File: config.mk
export PLATFORM = sky130hd
export DESIGN_NAME = down_counter
export DESIGN_NICKNAME = d
export VERILOG_FILES = /design/src/rtl/down_counter.sv
export SDC_FILE = /design/constraint.sdc
export NUM_CORES = 1
export LEC_CHECK = 0
export BUFFER_PORTS_ARGS = -buffer_cell sky130_fd_sc_hd__buf_2
export CORE_AREA = 3 3 40 42
export DETAILED_ROUTE_END_ITERATION = 6
export DIE_AREA = 0 0 43 45
export PLACE_DENSITY = 0.78
export SLEW_MARGIN = 20
export SYNTH_ARGS = -nofsm -noshare
export SYNTH_HDL_FRONTEND = slang
export SYNTH_SLANG_ARGS = --single-unit
File: constraint.sdc
create_clock -name clk -period 2.2 [get_ports clk]
set_clock_uncertainty 0.2 [all_clocks]
set_input_delay 0.11 -clock clk [delete_from_list [all_inputs] [get_ports clk]]
set_output_delay 0.11 -clock clk [all_outputs]
set_load 0.03 [all_outputs]
File: src/rtl/down_counter.sv
// Loadable down-counter/timer with one-shot and auto-reload modes.
// Emits a registered one-cycle terminal-count pulse on expiry.
module down_counter #(
    parameter int WIDTH = 4
) (
    input  logic             clk,
    input  logic             reset,
    input  logic             load,
    input  logic [WIDTH-1:0] load_val,
    input  logic             en,
    input  logic             auto_reload,
    output logic [WIDTH-1:0] count,
    output logic             busy,
    output logic             tc
);

    typedef enum logic [1:0] {
        IDLE = 2'd0,
        RUN  = 2'd1,
        DONE = 2'd2
    } state_t;

    state_t           state;
    logic [WIDTH-1:0] reload_reg;

    always_ff @(posedge clk or negedge reset) begin
        if (!reset) begin
            state      <= IDLE;
            count      <= '0;
            reload_reg <= '0;
            tc         <= 1'b0;
        end else begin
            tc <= 1'b0;
            if (load) begin
                count      <= load_val;
                reload_reg <= load_val;
                state      <= (load_val != '0) ? RUN : IDLE;
            end else if (state == RUN && en) begin
                // RUN never holds a zero count, so expiry is always seen at 1.
                if (count == WIDTH'(1)) begin
                    tc <= 1'b1;
                    if (auto_reload) begin
                        count <= reload_reg;
                    end else begin
                        count <= '0;
                        state <= DONE;
                    end
                end else begin
                    count <= count - WIDTH'(1);
                end
            end
        end
    end

    assign busy = (state == RUN);

endmodule

### Yosys cells after proc, flatten, opt, wreduce, memory -nomap -nowiden

Index checks and enable logic that the tools add are counted.

* register bits: 11
* word-level logic and storage cells: 25
* output and inout bits: 6

* reduce and logical (&&, ||, !) cells: 5
* muxes and demuxes: 12
* add/sub/neg operators: 1
* equal/unequal tests: 3

Operator list (count)
* 4-bit two-way mux: 4
* 2-bit two-way mux: 4
* 4-bit by 1-bit equality test with 1-bit output, second input constant: 1
* 1-bit two-way mux: 4
* 2-bit nonzero test: 2
* 4-bit nonzero test: 1
* 4-bit by 1-bit subtractor with 4-bit output, second input constant: 1
* 3-bit AND reduction: 1
* 2-bit by 1-bit equality test with 1-bit output, second input constant: 1
* 2-bit != test, second input constant: 1
* 1-bit logical AND: 1

### Depth between registers and ports, before layout

Gate-level depths: netlist of run 1.

* depth in word-level cells: 4
* mapped depth: 6
* mapped depth without buffers: 6

### Worst setup path after synthesis of run 1

Ideal clock, no wire load.

* path kind: register to register
* start: reg count[0]
* end: reg count[3]
* path slack: 289 ps
* library setup time: 65 ps
* arrival: 1646 ps
* clock period less this slack: 1911 ps
* stages on the path, launching flop included: 6
* buffers on the path: 0
* path through: dfrtp_1 ha_1 nor3b_4 nand4b_1 a311o_1 nand2_1

* word-level cells in the longest chain between the ends: 4

Ends and longest elaborated chain
* from (decl): RTL line 12 `output logic [WIDTH-1:0] count,`
* from (signal assigned): RTL line 35 `count <= load_val;`
* from (signal assigned): RTL line 43 `count <= reload_reg;`
* from (signal assigned): RTL line 49 `count <= count - WIDTH'(1);`
* 4-bit by 1-bit subtractor with 4-bit output or 4-bit by 1-bit equality test with 1-bit output (tied branches): RTL line 49, 40
* 4-bit two-way mux *: RTL line 40 `if (count == WIDTH'(1)) begin`
* 4-bit two-way mux *: RTL line 38 `end else if (state == RUN && en) begin`
* 4-bit two-way mux *: RTL line 34 `if (load) begin`

Mark *: on every way between the ends. The rest lies on a longest branch, timed or not. The select of a mux whose other input is x is not followed.
A chain may end at the register's enable or synchronous reset.

### Final worst setup path of run 1

Same ends and word-level chain as after synthesis.

==> flow_summary.json, run 1 <==
{
  "peakVddDrop_mv": 0.312,
  "die_height_um": 45,
  "antenna_found_initial": 0,
  "cp.depth": 5,
  "postCtsSetupRepairBufs": 0,
  "grt_pass1_wl_um": 2150,
  "track_usage_pct": 15.5,
  "dp_hpwl_um": 884,
  "core_mm2": 0.00128,
  "cts-htree-levels": 1,
  "rsz0062_at_grt": "no",
  "period_minus_slack_ns": 1.89,
  "cts-root-buf": "clkbuf_4",
  "synth-edff-count": 0,
  "initial_core_util_pct": 46.3,
  "wl_per_cell_um": 13.3,
  "r2r-start": "count[0]",
  "final_nets": 97,
  "crit_type": "flip-flop to flip-flop",
  "post_cts_resized": 0,
  "numCtsBuffers": 3,
  "rows": 13,
  "antenna-diode-count": 0,
  "status": "finished, final reports clean",
  "ant_nets": 0,
  "yosysSeqAreaShare_pct": 46.2,
  "syn_area_per_cell_um2": 9.45,
  "netlist_area_um2": 596,
  "post-place-cells": 89,
  "synth.most_common_cell": "dfrtp_1",
  "critical_path_required_ns": 2.22,
  "synth_top_family_by_area": "simple AND/OR/NAND/NOR gates",
  "synthAdderAreaFrac_pct": 4.20,
  "min_from": "auto_reload",
  "synthMuxAreaShare_pct": 3.57,
  "cp_num_buf_inv": 0,
  "tightest_slew_ns": 0.307,
  "fillers": 109,
  "ios": 15,
  "dieArea_mm2": 0.00194,
  "r2r-end": "count[3]",
  "netlist.area_leader.share_pct": 46.2,
  "rrSetupSlack_ns": 0.31,
  "syn_to_final_growth_pct": 29.2,
  "ys_seq_elements": 11,
  "hold_end": "state[1]",
  "ctsHoldBuffers": 7,
  "synth_compound_area_share_pct": 18.9,
  "grt_overflow": 0,
  "cp_slowest_stage_delay_ns": 0.47,
  "power_leakage_nw": 0.365,
  "netlist_instances": 63,
  "drive_gt1_share_pct": 22.4,
  "cts_tree": "done",
  "ys_top_cells_by_area": "dfrtp_1 46%, nor2_1 4.4%, ha_1 4.2%, o21ai_0 4.2%, inv_1 3.8%",
  "yosysWarnings": 0,
  "io_buffers": 14,
  "maxCapViolCount": 0,
  "slowest_stage": "dfrtp_1",
  "clkTransAtPathRegs_ns": 0.07,
  "power.density_mw_per_mm2": 666,
  "synth_xor_area_share_pct": 0,
  "hold_violations": 0,
  "synthDistinctLibCells": 27,
  "maxSlewViolCount": 0,
  "instances_no_fill": 100,
  "synthesis.nets": 74,
  "tns_ns": 0,
  "cts_sinks": 11,
  "critPathArrivalTime_ns": 1.91,
  "hold_depth": 4,
  "yosysTopAreaCell": "dfrtp_1",
  "finalCritPeriodShare_pct": 85.9,
  "end_kind": "flip-flop",
  "synthArstFlopShare_pct": 100,
  "worstRegToRegCells": 5,
  "grt_max_degree": 19,
  "route.vias.total": 543,
  "clockBufferDepth": 2,
  "synth_ff_type": "dfrtp_1",
  "drt-total-wl_um": 1330,
  "die_w_um": 43,
  "viasPerCell": 5.43,
  "setup_violations": 0,
  "drt-pass1-iter-count": 4,
  "hp-class": "input port to flip-flop",
  "cp_cell_sequence": "ha_1, nor3b_4, nand4b_1, a311o_1, nand2_1",
  "drt_iter0_drc": 7,
  "clk_latency_ns": 0.27,
  "start_kind": "flip-flop",
  "fmax_mhz": 529,
  "path_delay_family": "simple AND/OR/NAND/NOR gates",
  "synth_commonest_cells": "11 x dfrtp_1, 7 x nor2_1, 6 x inv_1",
  "yosys.area_share.simple_pct": 21.4,
  "path_max_fanout": 8,
  "drc_errors": 0,
  "grt_pass1_vias": 470,
  "slew-limit-headroom_pct": 79.5,
  "place_congestion": 0.781
}
cells by family (layout without fill, tap and decap cells):
family,count (synthesis),in the layout
AND/OR/NAND/NOR,22,22
AO/OA/AOI/OAI,17,17
flip-flops,11,11
buffers and inverters,9,31
adder cells (fa/ha/maj),2,2
multiplexers,2,2
how the worst max path moves through the flow:
| stage | slack [ns] | start | to |
|---|---|---|---|
| 2_1_floorplan | 0.29 | count[0] | count[3] |
| 3_3_place_gp | 0.41 | count[0] | count[3] |
| 3_5_place_dp | 0.35 | count[0] | count[3] |
| 4_1_cts | 0.32 | count[0] | count[3] |
| 5_1_grt | 0.17 | count[0] | count[3] |
| 6_report | 0.31 | count[0] | count[3] |
worst register-to-register path, stage by stage (launching register included):
cell and delay, ns:
dfrtp_1 0.47, ha_1 0.26, nor3b_4 0.34, nand4b_1 0.14, a311o_1 0.37, nand2_1 0.06
placed cells by master (no fill, tap or decap):
cell type / instances
a311oi_1: 1
and3b_1: 1
o21ai_0: 5
a311o_1: 1
a22o_1: 1
dlygate4sd3_1: 7
dfrtp_1: 11
inv_1: 6
nand4b_1: 1
or3_1: 1
and4b_1: 1
ha_1: 2
nor2_1: 7
o41ai_1: 1
buf_2: 14
nand2b_1: 1
clkbuf_1: 1
a21oi_1: 3
nor3_1: 2
mux2_2: 1
o221ai_1: 1
mux2i_1: 1
o31ai_1: 1
clkbuf_4: 3
nor3b_4: 1
nor2b_1: 1
nand3b_1: 1
nand2_1: 5
o21bai_1: 1
a31oi_1: 2
where the power goes:
part	total, mW	internal (mW)	switching (mW)
Clock	0.140	0.0703	0.0698
Combinational	0.131	0.0561	0.0753
Sequential	0.241	0.220	0.0206
Total	0.512	0.346	0.166
metal layers:
metal  share of wire [%]  vias up  global-route usage (%)
li1                    -      268                       -
met1                  45      259                    18.3
met2                  49       10                    25.1
met3                 3.0        6                    3.59
met4                 2.6        0                    10.8
met5                   0        -                       0
stage by stage:
| step | util, % | cell area (um^2) | setup WS (ns) | power (mW) | hold slack (ns) |
|---|---|---|---|---|---|
| finish | 59.9 | 769 | 0.309 | 0.512 | 0.0143 |
| CTS | 59.9 | 769 | 0.317 | 0.512 | 0.0141 |
| floorplan | - | 596 | 0.289 | 0.326 | -0.386 |
| global placement | 52.4 | 673 | 0.406 | 0.362 | -0.212 |
| detailed placement | 52.4 | 673 | 0.352 | 0.365 | -0.212 |
| global route | 59.9 | 769 | 0.173 | 0.541 | 0.0584 |
cell type report:
cell class | instances | area, um^2 | area share, %
sequential | 11 | 275 | 35.8
multi-input combinational | 43 | 287 | 37.2
inverter | 6 | 22.5 | 2.93
clock buffer | 4 | 26.3 | 3.41
tap | 15 | 18.8 | 2.44
timing repair buffer | 21 | 140 | 18.2
No activity file was read; power rests on OpenSTA's default activity.
==> run 2: changes to the inputs <==
Settings changed: PLACE_DENSITY 0.78 to 0.69, RECOVER_POWER set to 25.
==> run 2 against run 1 <==
Clock power down 5%. Critical path depth unchanged. Sequential share of layout area grew 0.058 points. Wire length grew 0.15%. Sequential power about the same. Final cell count stayed put.
==> flow_summary.json, run 2 (synthesis results as in run 1) <==
{
  "status": "finished, final reports clean",
  "die_w_um": 43,
  "cp_slowest_stage_delay_ns": 0.46,
  "tightest_slew_ns": 0.593,
  "p_total_mw": 0.505,
  "hold_violations": 0,
  "cts-root-buf": "clkbuf_4",
  "peakVddDrop_mv": 0.453,
  "setup_ws_ns": 0.301,
  "end_kind": "flip-flop",
  "sw_frac_of_total_pct": 31.5,
  "ant_nets": 0,
  "postCtsSetupRepairBufs": 0,
  "power_leakage_nw": 0.363,
  "antenna_found_initial": 0,
  "core_mm2": 0.00128,
  "place_congestion": 0.718,
  "wl_per_cell_um": 13.3,
  "cts_tree": "done",
  "antenna-diode-count": 0,
  "die_height_um": 45,
  "clockBufferDepth": 2,
  "numCtsBuffers": 3,
  "track_usage_pct": 15.6,
  "clk_latency_ns": 0.26,
  "start_kind": "flip-flop",
  "grt_overflow": 0,
  "drc_errors": 0,
  "drt-pass1-iter-count": 4,
  "critical_path_required_ns": 2.20,
  "place_area_um2": 673,
  "cp_cell_sequence": "ha_1, nor3b_4, nand4b_1, a311o_1, nand2_1",
  "final_nets": 97,
  "rsz0062_at_grt": "no",
  "initial_core_util_pct": 46.3,
  "route.vias.total": 529,
  "period_minus_slack_ns": 1.90,
  "comb_power_share_pct": 26.1,
  "grt_max_degree": 19,
  "hp-class": "input port to flip-flop",
  "tns_ns": 0,
  "cts_sinks": 11,
  "slowest_stage": "dfrtp_1",
  "power.density_mw_per_mm2": 657,
  "maxCapViolCount": 0,
  "maxSlewViolCount": 0,
  "crit_type": "flip-flop to flip-flop",
  "fillers": 117,
  "drt-total-wl_um": 1330,
  "seqPwrFrac_pct": 47.5,
  "most-common-layout-cells": "13 x buf_2, 11 x dfrtp_1, 7 x nor2_1, 7 x dlygate4sd3_1, 6 x inv_1",
  "place_ws_ns": 0.311,
  "drive_gt1_share_pct": 21.2,
  "stdcell_area_um2": 768,
  "drt_iter0_drc": 5,
  "dp_hpwl_um": 961,
  "internal-power_mw": 0.346,
  "final_common_cell": "buf_2",
  "viasPerCell": 5.29,
  "ios": 15,
  "clkTransAtPathRegs_ns": 0.07,
  "io_buffers": 14,
  "switchingPower_mw": 0.159,
  "grt_pass1_wl_um": 2200,
  "finalCritPeriodShare_pct": 86.3,
  "cp_num_buf_inv": 0,
  "path_delay_family": "simple AND/OR/NAND/NOR gates",
  "grt_pass1_vias": 505,
  "syn_to_final_growth_pct": 29.0,
  "critPathArrivalTime_ns": 1.90,
  "path_max_fanout": 8,
  "setup_violations": 0,
  "dieArea_mm2": 0.00194,
  "cts-htree-levels": 1,
  "rows": 13,
  "pwr-share-clk_pct": 26.3,
  "slew-limit-headroom_pct": 60.5,
  "fmax_mhz": 526
}
-- run 2: what timing repair did --
item,in CTS,in global routing
hold endpoints to repair,22,0
hold buffers,7,0
setup endpoints to repair,0,0
resized for setup,0,0
-- run 2: cell type report --
type | instances | area (um^2) | area share [%]
multi-input combinational | 43 | 287 | 37.3
sequential | 11 | 275 | 35.8
timing repair buffer | 21 | 139 | 18.1
clock buffer | 4 | 26.3 | 3.42
inverter | 6 | 22.5 | 2.93
tap | 15 | 18.8 | 2.44
-- run 2: power groups by stage --
stage               clock [mW]  sequential [mW]  combinational, mW
CTS                      0.141            0.240              0.133
global route             0.152            0.243              0.145
finish                   0.133            0.240              0.132
floorplan                    0            0.259             0.0670
global placement             0            0.243              0.120
detailed placement           0            0.244              0.123
-- run 2: worst min-delay path, delay by kind of cell --
family	cells	cell delay [ns]
AND/OR/NAND/NOR	1	0.07
AO/OA/AOI/OAI	1	0.07
buffers and inverters	2	0.20
-- run 2: metrics by stage --
stage | hold WS [ns] | utilization, % | std cells
global placement | -0.206 | 52.4 | 89
detailed placement | -0.208 | 52.4 | 89
CTS | 0.0248 | 59.9 | 100
finish | 0.0343 | 59.8 | 100
global route | 0.0402 | 59.8 | 100
floorplan | -0.386 | - | 63
-- run 2: per-layer routing --
metal | GRT usage [%] | routed length, um
met5 | 0 | 0
met4 | 10.8 | 14
met3 | 2.39 | 67
met2 | 24.0 | 639
met1 | 20.3 | 612
-- run 2: final timing paths --
kind | from | to | slack (ns) | cells past startpoint
worst max-delay path | count[0] | count[3] | 0.30 | 5
worst min-delay path | auto_reload | state[1] | 0.03 | 4
worst max register to register | count[0] | count[3] | 0.30 | 5
worst min register to register | reload_reg[2] | reload_reg[2] | 0.33 | 1
max in group asynchronous | reset | count[1] | 1.26 | 2
min in group asynchronous | reset | reload_reg[1] | 0.16 | 2
